===== src/rtl/pipe_addsub_nbits_if.sv =====
// Handshake and data bundle for the pipelined add/subtract unit.
// The master side drives operands and accepts results; the slave side is the unit.
interface pipe_addsub_nbits_if #(
   parameter int WIDTH = 32
);
   logic             flush;
   logic             in_valid;
   logic             in_ready;
   logic [WIDTH-1:0] a;
   logic [WIDTH-1:0] b;
   logic             sub;
   logic             ci;
   logic             out_valid;
   logic             out_ready;
   logic [WIDTH-1:0] s;
   logic             co;
   logic             ovf;
   logic             zero;

   modport master (
      output flush, in_valid, a, b, sub, ci, out_ready,
      input  in_ready, out_valid, s, co, ovf, zero
   );

   modport slave (
      input  flush, in_valid, a, b, sub, ci, out_ready,
      output in_ready, out_valid, s, co, ovf, zero
   );
endinterface


===== src/rtl/pipe_addsub_nbits.sv =====
// Pipelined WIDTH-bit add/subtract: one SW-bit slice per stage with the carry registered
// between stages; upper operand slices are skewed in and lower result slices deskewed out.
module pipe_addsub_nbits #(
   parameter int WIDTH  = 32,
   parameter int STAGES = 4
) (
   input  logic               clk,
   input  logic               rst_n,
   pipe_addsub_nbits_if.slave bus
);

   localparam int SW = WIDTH / STAGES;

   logic adv_s;

   // A held output beat freezes every stage, so bubbles and beats keep their spacing.
   assign adv_s        = ~bus.out_valid | bus.out_ready;
   assign bus.in_ready = adv_s;

   for (genvar k = 0; k < STAGES; k++) begin : stg
      localparam int RW = (k + 1) * SW;

      logic          vin_s;
      logic          cin_s;
      logic [SW-1:0] a_sl_s;
      logic [SW-1:0] b_sl_s;
      logic [SW:0]   sum_s;
      logic [RW-1:0] res_new_s;
      logic          vld_d;
      logic          vld_q;
      logic          c_d;
      logic          c_q;
      logic [RW-1:0] res_d;
      logic [RW-1:0] res_q;

      if (k == 0) begin : src
         // B is inverted on entry for subtract, so every stage is a plain adder.
         always_comb begin
            vin_s  = bus.in_valid;
            cin_s  = bus.sub ? 1'b1 : bus.ci;
            a_sl_s = bus.a[SW-1:0];
            b_sl_s = bus.sub ? ~bus.b[SW-1:0] : bus.b[SW-1:0];
         end
         assign res_new_s = sum_s[SW-1:0];
      end else begin : src
         always_comb begin
            vin_s  = stg[k-1].vld_q;
            cin_s  = stg[k-1].c_q;
            a_sl_s = stg[k-1].opr.a_q[SW-1:0];
            b_sl_s = stg[k-1].opr.b_q[SW-1:0];
         end
         assign res_new_s = {sum_s[SW-1:0], stg[k-1].res_q};
      end

      assign sum_s = {1'b0, a_sl_s} + {1'b0, b_sl_s} + {{SW{1'b0}}, cin_s};

      always_comb begin
         vld_d = vld_q;
         c_d   = c_q;
         res_d = res_q;
         if (bus.flush) begin
            vld_d = 1'b0;
         end else if (adv_s) begin
            vld_d = vin_s;
         end else begin
            vld_d = vld_q;
         end
         if (adv_s) begin
            c_d   = sum_s[SW];
            res_d = res_new_s;
         end else begin
            c_d   = c_q;
            res_d = res_q;
         end
      end

      always_ff @(posedge clk or negedge rst_n) begin
         if (!rst_n) begin
            vld_q <= 1'b0;
            c_q   <= 1'b0;
            res_q <= {RW{1'b0}};
         end else begin
            vld_q <= vld_d;
            c_q   <= c_d;
            res_q <= res_d;
         end
      end

      if (k < STAGES - 1) begin : opr
         // Only the slices not yet consumed travel on, shifted down to bit 0.
         localparam int OW = WIDTH - RW;

         logic [OW-1:0] a_new_s;
         logic [OW-1:0] b_new_s;
         logic [OW-1:0] a_d;
         logic [OW-1:0] a_q;
         logic [OW-1:0] b_d;
         logic [OW-1:0] b_q;

         if (k == 0) begin : tap
            assign a_new_s = bus.a[WIDTH-1:SW];
            assign b_new_s = bus.sub ? ~bus.b[WIDTH-1:SW] : bus.b[WIDTH-1:SW];
         end else begin : tap
            assign a_new_s = stg[k-1].opr.a_q[OW+SW-1:SW];
            assign b_new_s = stg[k-1].opr.b_q[OW+SW-1:SW];
         end

         always_comb begin
            a_d = a_q;
            b_d = b_q;
            if (adv_s) begin
               a_d = a_new_s;
               b_d = b_new_s;
            end else begin
               a_d = a_q;
               b_d = b_q;
            end
         end

         always_ff @(posedge clk or negedge rst_n) begin
            if (!rst_n) begin
               a_q <= {OW{1'b0}};
               b_q <= {OW{1'b0}};
            end else begin
               a_q <= a_d;
               b_q <= b_d;
            end
         end
      end

      if (k == STAGES - 1) begin : fin
         logic msb_cin_s;
         logic ovf_d;
         logic ovf_q;
         logic zero_d;
         logic zero_q;

         assign msb_cin_s = a_sl_s[SW-1] ^ b_sl_s[SW-1] ^ sum_s[SW-1];

         always_comb begin
            ovf_d  = ovf_q;
            zero_d = zero_q;
            if (adv_s) begin
               ovf_d  = msb_cin_s ^ sum_s[SW];
               zero_d = (res_new_s == {RW{1'b0}});
            end else begin
               ovf_d  = ovf_q;
               zero_d = zero_q;
            end
         end

         always_ff @(posedge clk or negedge rst_n) begin
            if (!rst_n) begin
               ovf_q  <= 1'b0;
               zero_q <= 1'b0;
            end else begin
               ovf_q  <= ovf_d;
               zero_q <= zero_d;
            end
         end
      end
   end

   assign bus.out_valid = stg[STAGES-1].vld_q;
   assign bus.s         = stg[STAGES-1].res_q;
   assign bus.co        = stg[STAGES-1].c_q;
   assign bus.ovf       = stg[STAGES-1].fin.ovf_q;
   assign bus.zero      = stg[STAGES-1].fin.zero_q;

endmodule


===== src/flat_wrapper.sv =====
// flat-port wrapper written by rule: the top's interface ports become plain ports
module pipe_addsub_nbits_flat 
#(
   parameter int WIDTH  = 32,
   parameter int STAGES = 4
)
  (clk, rst_n, bus_flush, bus_in_valid, bus_a, bus_b, bus_sub, bus_ci, bus_out_ready, bus_in_ready, bus_out_valid, bus_s, bus_co, bus_ovf, bus_zero);
  pipe_addsub_nbits_if #(.WIDTH(WIDTH)) bus_i ();
  input  logic clk;
  input  logic rst_n;
  input wire logic [$bits(bus_i.flush)-1:0] bus_flush;
  input wire logic [$bits(bus_i.in_valid)-1:0] bus_in_valid;
  input wire logic [$bits(bus_i.a)-1:0] bus_a;
  input wire logic [$bits(bus_i.b)-1:0] bus_b;
  input wire logic [$bits(bus_i.sub)-1:0] bus_sub;
  input wire logic [$bits(bus_i.ci)-1:0] bus_ci;
  input wire logic [$bits(bus_i.out_ready)-1:0] bus_out_ready;
  output wire logic [$bits(bus_i.in_ready)-1:0] bus_in_ready;
  output wire logic [$bits(bus_i.out_valid)-1:0] bus_out_valid;
  output wire logic [$bits(bus_i.s)-1:0] bus_s;
  output wire logic [$bits(bus_i.co)-1:0] bus_co;
  output wire logic [$bits(bus_i.ovf)-1:0] bus_ovf;
  output wire logic [$bits(bus_i.zero)-1:0] bus_zero;
  assign bus_i.flush = bus_flush;
  assign bus_i.in_valid = bus_in_valid;
  assign bus_i.a = bus_a;
  assign bus_i.b = bus_b;
  assign bus_i.sub = bus_sub;
  assign bus_i.ci = bus_ci;
  assign bus_i.out_ready = bus_out_ready;
  assign bus_in_ready = bus_i.in_ready;
  assign bus_out_valid = bus_i.out_valid;
  assign bus_s = bus_i.s;
  assign bus_co = bus_i.co;
  assign bus_ovf = bus_i.ovf;
  assign bus_zero = bus_i.zero;
  pipe_addsub_nbits #(.WIDTH(WIDTH), .STAGES(STAGES)) u_core (.clk(clk), .rst_n(rst_n), .bus(bus_i));
endmodule

===== config.mk =====
export PLATFORM = sky130hd
export DESIGN_NAME = pipe_addsub_nbits_flat
export DESIGN_NICKNAME = d
export VERILOG_FILES = /design/src/rtl/pipe_addsub_nbits_if.sv /design/src/rtl/pipe_addsub_nbits.sv /design/src/flat_wrapper.sv
export SDC_FILE = /design/constraint.sdc
export NUM_CORES = 1
export LEC_CHECK = 0
export CAP_MARGIN = 20
export CELL_PAD_IN_SITES_DETAIL_PLACEMENT = 0
export CELL_PAD_IN_SITES_GLOBAL_PLACEMENT = 1
export CORE_ASPECT_RATIO = 1.5
export CORE_MARGIN = 2
export CORE_UTILIZATION = 29
export DETAILED_ROUTE_END_ITERATION = 16
export PLACE_DENSITY = 0.66
export SYNTH_ARGS = -nofsm -noshare
export SYNTH_HDL_FRONTEND = slang
export SYNTH_SLANG_ARGS = --single-unit
export TNS_END_PERCENT = 1

===== constraint.sdc =====
create_clock -name clk -period 2.8 [get_ports clk]
set_input_delay 0.56 -clock clk [delete_from_list [all_inputs] [get_ports clk]]
set_output_delay 0.56 -clock clk [all_outputs]
set_load 0.01 [all_outputs]

* Word level (Yosys, flattened, before mapping) *
Cells that the tools add are included.

cells by class
  bitwise gates (word level) = 7
  $add $sub $neg = 8
  reduce and logical (&&, ||, !) cells = 2
  muxes and demuxes = 11

operators by type and width
  operator              number
  adder 8 x 8 -> 9 bit  4
  adder 9 x 1 -> 9 bit  4
  logical NOT 32 bit    1
  2-to-1 mux 24 bit     1
  NOT 24 bit            1
  2-to-1 mux 1 bit      9
  2-to-1 mux 8 bit      1
  NOT 8 bit             1
  XOR 1 bit             3
  nonzero test 2 bit    1
  NOT 1 bit             1
  OR 1 bit              1

word-level totals
  output and inout port bits = 37
  bits of input ports = 71
  register bits after elaboration = 186
  word-level logic and storage cells = 48

* Logic depth before layout (Yosys ltp) *
  word-level depth = 4
  gate-level depth with buffers = 11
  depth with buffers taken out = 10

* Worst setup path after synthesis *
OpenSTA, ideal clock, no wires.

  path type = input port to flip-flop
  start point = input bus_sub
  end point = register u_core.stg[0].c_q
  required time = 2.662 ns
  buffers on the path = 2
  setup slack = -0.200 ns
  stages = 11
  arrival = 2.861 ns
  library setup time = 0.138 ns
  cells stage by stage = clkbuf_1 > buf_2 > or2_2 > fa_1 > fa_1 > a21o_1 > a21oi_1 > o21ai_1 > and3b_1 > o21ai_1 > a31oi_1

between the ends
  cells in the longest elaborated chain, start to end = 3
  elaborated cells between the ends (all ways) = 4
  classes of those cells = 2 x add/sub; 2 x mux

RTL lines
  element                 line                     text
  from (decl)             flat_wrapper.sv:15       input wire logic [$bits(bus_i.sub)-1:0] bus_sub;
  2-to-1 mux 8 bit        pipe_addsub_nbits.sv:42  b_sl_s = bus.sub ? ~bus.b[SW-1:0] : bus.b[SW-1:0];
  adder 8 x 8 -> 9 bit    pipe_addsub_nbits.sv:55  assign sum_s = {1'b0, a_sl_s} + {1'b0, b_sl_s} + {{SW{1'b0}}, cin_s};
  adder 9 x 1 -> 9 bit *  pipe_addsub_nbits.sv:55
  to (signal assigned)    pipe_addsub_nbits.sv:80  c_q <= 1'b0;
  to (signal assigned)    pipe_addsub_nbits.sv:84  c_q <= c_d;
  to (decl)               pipe_addsub_nbits.sv:32  logic c_q;

Mark *: on every way between the ends. The rest lies on a longest branch, timed or not.
A chain may end at the register's enable or synchronous reset.

* Worst setup path after layout *
  start point = input bus_ci
  end point = register u_core.stg[0].c_q

between the ends
  cells in the longest elaborated chain, start to end = 2

RTL lines
  element               line                     text
  from (decl)           flat_wrapper.sv:16       input wire logic [$bits(bus_i.ci)-1:0] bus_ci;
  2-to-1 mux 1 bit      pipe_addsub_nbits.sv:40  cin_s = bus.sub ? 1'b1 : bus.ci;
  adder 9 x 1 -> 9 bit  pipe_addsub_nbits.sv:55

Every way passes these cells.

==> impl_metrics.tcl <==
set metrics [dict create \
    worst_ep_required_time_ps 3100 \
    wl_per_cell_um 13.2 \
    p_comb_share_pct 21.5 \
    die_x_um 143 \
    drive_gt1_share_pct 5.76 \
    crit_fanout 3 \
    path_class "primary input to register" \
    place.gp.congestion 0.731 \
    rrSetupSlack_ps 390 \
    wl_met3_um 552 \
    reg2reg_to "u_core.bus.ovf$_DFFE_PN0P_" \
    p_per_area_nw_per_um2 723 \
    wl_met2_mm 9.19 \
    finish.utilization_pct 36.9 \
    cts_tree "done" \
    reg2reg_depth 7 \
    total_leakage_power_nw 4.91 \
    synth-edff-count 0 \
    clk_pin_slew_ps 70 \
    drt_drc_violations_left 0 \
    p_int_w 0.00543 \
    drtPass1Iterations 4 \
    dp_hpwl_mm 13.0 \
    p_switching_w 0.00223 \
    finClkSkew_ps 8.53 \
    initial_core_util_pct 29.4 \
    ctsHoldBuffers 0 \
    grt_first_pass_wirelength_mm 31.4 \
    grt_start_max_net_pins 159 \
    startpoint "bus_ci" \
    finalMaxSlewViolations 0 \
    ant_nets 0 \
    synth_nets 1039 \
    port_buffers 107 \
    grt_pass1_vias 6185 \
    cts_resized 0 \
    relSlewSlack_pct 53.1 \
    fin_ws_ps 365 \
    n_antenna_cell 0 \
    io_pins 108 \
    drtIter0Drc 354 \
    finalHoldViolCount 0 \
    pre_cts_ws_ps -111 \
    cts_setup_buffers 0 \
    die_y_um 213 \
    clockPowerShare_pct 32.2 \
    fmax_mhz 411 \
    coreArea_um2 28700 \
    netSwitchingFraction_pct 29.1 \
    crit_path_end "u_core.stg[0].c_q$_DFFE_PN0P_" \
    syn_to_final_growth_pct 25.4 \
    final_nets 1135 \
    nFillCells 3060 \
    rows 76 \
    max-vdd-ir-drop_uv 425 \
    async_reset_ff_share_pct 100 \
    min_path_type "primary input to asynchronous set/reset pin" \
    antenna_found_initial 0 \
    cts_max_level 4 \
    avgSynthCellArea_um2 9.06 \
    grt_use_total_pct 13.3 \
    synth-seq-cells 186 \
    period_share_pct 87.0 \
    outcome "finished clean" \
    wl_met1_mm 8.54 \
    critPathLaunchType "primary input" \
    cp-end-kind "register" \
    grt_remaining_overflow 0 \
    synthDistinctLibCells 40 \
    ys_seq_area_share_pct 55.1 \
    setup_viol 0 \
    synth.cell_area_um2 8450 \
    cts-root-buf "clkbuf_16" \
    clk-insertion-delay-late_ps 440 \
    ys.flop_type "dfrtp_1" \
    cts_buffer_depth 2 \
    rsz0062_at_grt "false" \
    max-cap-violations 0 \
    via_per_inst 4.27 \
    cp.arrival_ps 2730 \
    yosys_warnings 0 \
    fin_crit_ps 2440 \
    routed_wl_mm 18.8 \
    die_area_um2 30500 \
    r2r-start "u_core.stg[2].opr.b_q[0]$_DFFE_PN0P_" \
    cts.sinks 186 \
    synthCells 932 \
    worstMarginPinSlew_ps 703 \
    numCtsBuffers 17 \
    seqPwrFrac_pct 46.3 \
    via_count 6104 \
    highest_layer "met4" \
]
## registers in the layout (all words and copies together), names as in the netlist
| signal | cells |
|---|---|
| u_core.bus.co | 1 |
| u_core.bus.out_valid | 1 |
| u_core.bus.ovf | 1 |
| u_core.bus.s | 32 |
| u_core.bus.zero | 1 |
| u_core.stg.c_q | 3 |
| u_core.stg.opr.a_q | 48 |
| u_core.stg.opr.b_q | 48 |
| u_core.stg.res_q | 48 |
| u_core.stg.vld_q | 3 |
## logic make-up after synthesis
logic type	after synthesis	share of synthesized area, %
buf+inv	63	3.32
xor+xnor	48	4.98
compound gates	106	7.79
flops	186	55.1
simple gates	493	22.8
fa+ha+maj	36	6.04
## how the worst min path moves through the flow
| stage | from | end | slack [ps] | depth (start not counted) |
|---|---|---|---|---|
| after floorplan | rst_n | u_core.bus.co$_DFFE_PN0P_ | 260 | 0 |
| after CTS | rst_n | u_core.stg[0].opr.a_q[14]$_DFFE_PN0P_ | 100 | 1 |
| after detailed placement | u_core.stg[1].res_q[1]$_DFFE_PN0P_ | u_core.stg[1].res_q[1]$_DFFE_PN0P_ | 450 | 2 |
| after global placement | u_core.stg[1].res_q[3]$_DFFE_PN0P_ | u_core.stg[1].res_q[3]$_DFFE_PN0P_ | 450 | 2 |
| final | rst_n | u_core.stg[0].opr.a_q[13]$_DFFE_PN0P_ | 90 | 1 |
| after global routing | rst_n | u_core.stg[0].opr.b_q[13]$_DFFE_PN0P_ | 120 | 1 |
## cells in the final DEF (no fill, tap or decap), types with 4 or more instances in the layout
cell type        netlist  final
xor2_1                13     13
nand2_1              430    430
nor4_1                 6      6
o21ai_1               40     40
ha_1                  28     28
a31oi_1                4      4
dfrtp_1              186    186
fa_1                   8      6
o31ai_1                9      9
clkdlybuf4s50_1        0    105
xnor2_1               35     35
clkbuf_16              0     17
o21a_1                 7      7
buf_4                  0     10
a21o_1                 4      4
clkinv_4               0      5
inv_1                 17     17
nor3_1                10     10
o21bai_1               5      5
o21ai_0                7      7
a21oi_1               18     17
nor2_1                31     31
buf_12                 0      5
## worst max-delay path, stage by stage
cell and delay [ps]:
clkdlybuf4s50_1 380, or2_2 280, fa_2 360, fa_2 350, a21o_1 170, a21oi_2 180, o21ai_1 70, and3b_1 180
o21ai_1 110, a31oi_1 80
## Yosys cell counts (3+ instances only)
library cell | count | share of area (%)
clkbuf_1 | 26 | 1.2
xor2_1 | 13 | 1.3
dfrtp_1 | 186 | 55
inv_1 | 17 | 0.76
nor2b_1 | 4 | 0.30
xnor2_1 | 35 | 3.6
nor2_1 | 31 | 1.4
a21oi_1 | 18 | 1.1
nor3_1 | 10 | 0.59
o21a_1 | 7 | 0.62
o21ai_1 | 40 | 2.4
o31ai_1 | 9 | 0.80
ha_1 | 28 | 4.1
a211oi_1 | 3 | 0.27
and3b_1 | 3 | 0.31
buf_2 | 11 | 0.65
o21bai_1 | 5 | 0.44
a31oi_1 | 4 | 0.30
nor4_1 | 6 | 0.44
nand2_1 | 430 | 19
buf_1 | 5 | 0.22
fa_1 | 8 | 1.9
a21o_1 | 4 | 0.36
o21ai_0 | 7 | 0.41
## stage by stage
| stage | power, W | instances | TNS, ps | instance area (um^2) | hold WS [ps] |
|---|---|---|---|---|---|
| 2_1_floorplan | 0.00444 | 932 | 0 | 8460 | 264 |
| 3_3_place_gp | 0.00525 | 1399 | -131 | 9990 | 450 |
| 3_5_place_dp | 0.00529 | 1399 | -183 | 9990 | 455 |
| 4_1_cts | 0.00780 | 1431 | 0 | 10600 | 96.5 |
| 5_1_grt | 0.00816 | 1431 | 0 | 10600 | 116 |
| 6_report | 0.00766 | 1431 | 0 | 10600 | 91.2 |
## power groups by stage
stage	registers, W	logic, W	clock network (W)
2_1_floorplan	0.00359	0.000850	0
3_3_place_gp	0.00360	0.00166	0
3_5_place_dp	0.00361	0.00168	0
4_1_cts	0.00356	0.00169	0.00255
5_1_grt	0.00362	0.00187	0.00266
6_report	0.00355	0.00165	0.00247
## routing by layer
layer | global-route usage (%) | vias to the layer above
li1 | - | 3164
met1 | 16.8 | 2823
met2 | 21.8 | 94
met3 | 2.69 | 23
met4 | 6.25 | 0
met5 | 0 | -
## layout make-up
type / count / area (um^2) / share of cell area (%)
Tap cell: 390 / 488 / 4.61
Multi-Input combinational cell: 683 / 3530 / 33.3
Clock inverter: 14 / 166 / 1.57
Clock buffer: 18 / 439 / 4.15
Timing Repair Buffer: 122 / 1240 / 11.8
Sequential cell: 186 / 4650 / 43.9
Inverter: 18 / 70.1 / 0.662
(Power assumes the default switching activity.)
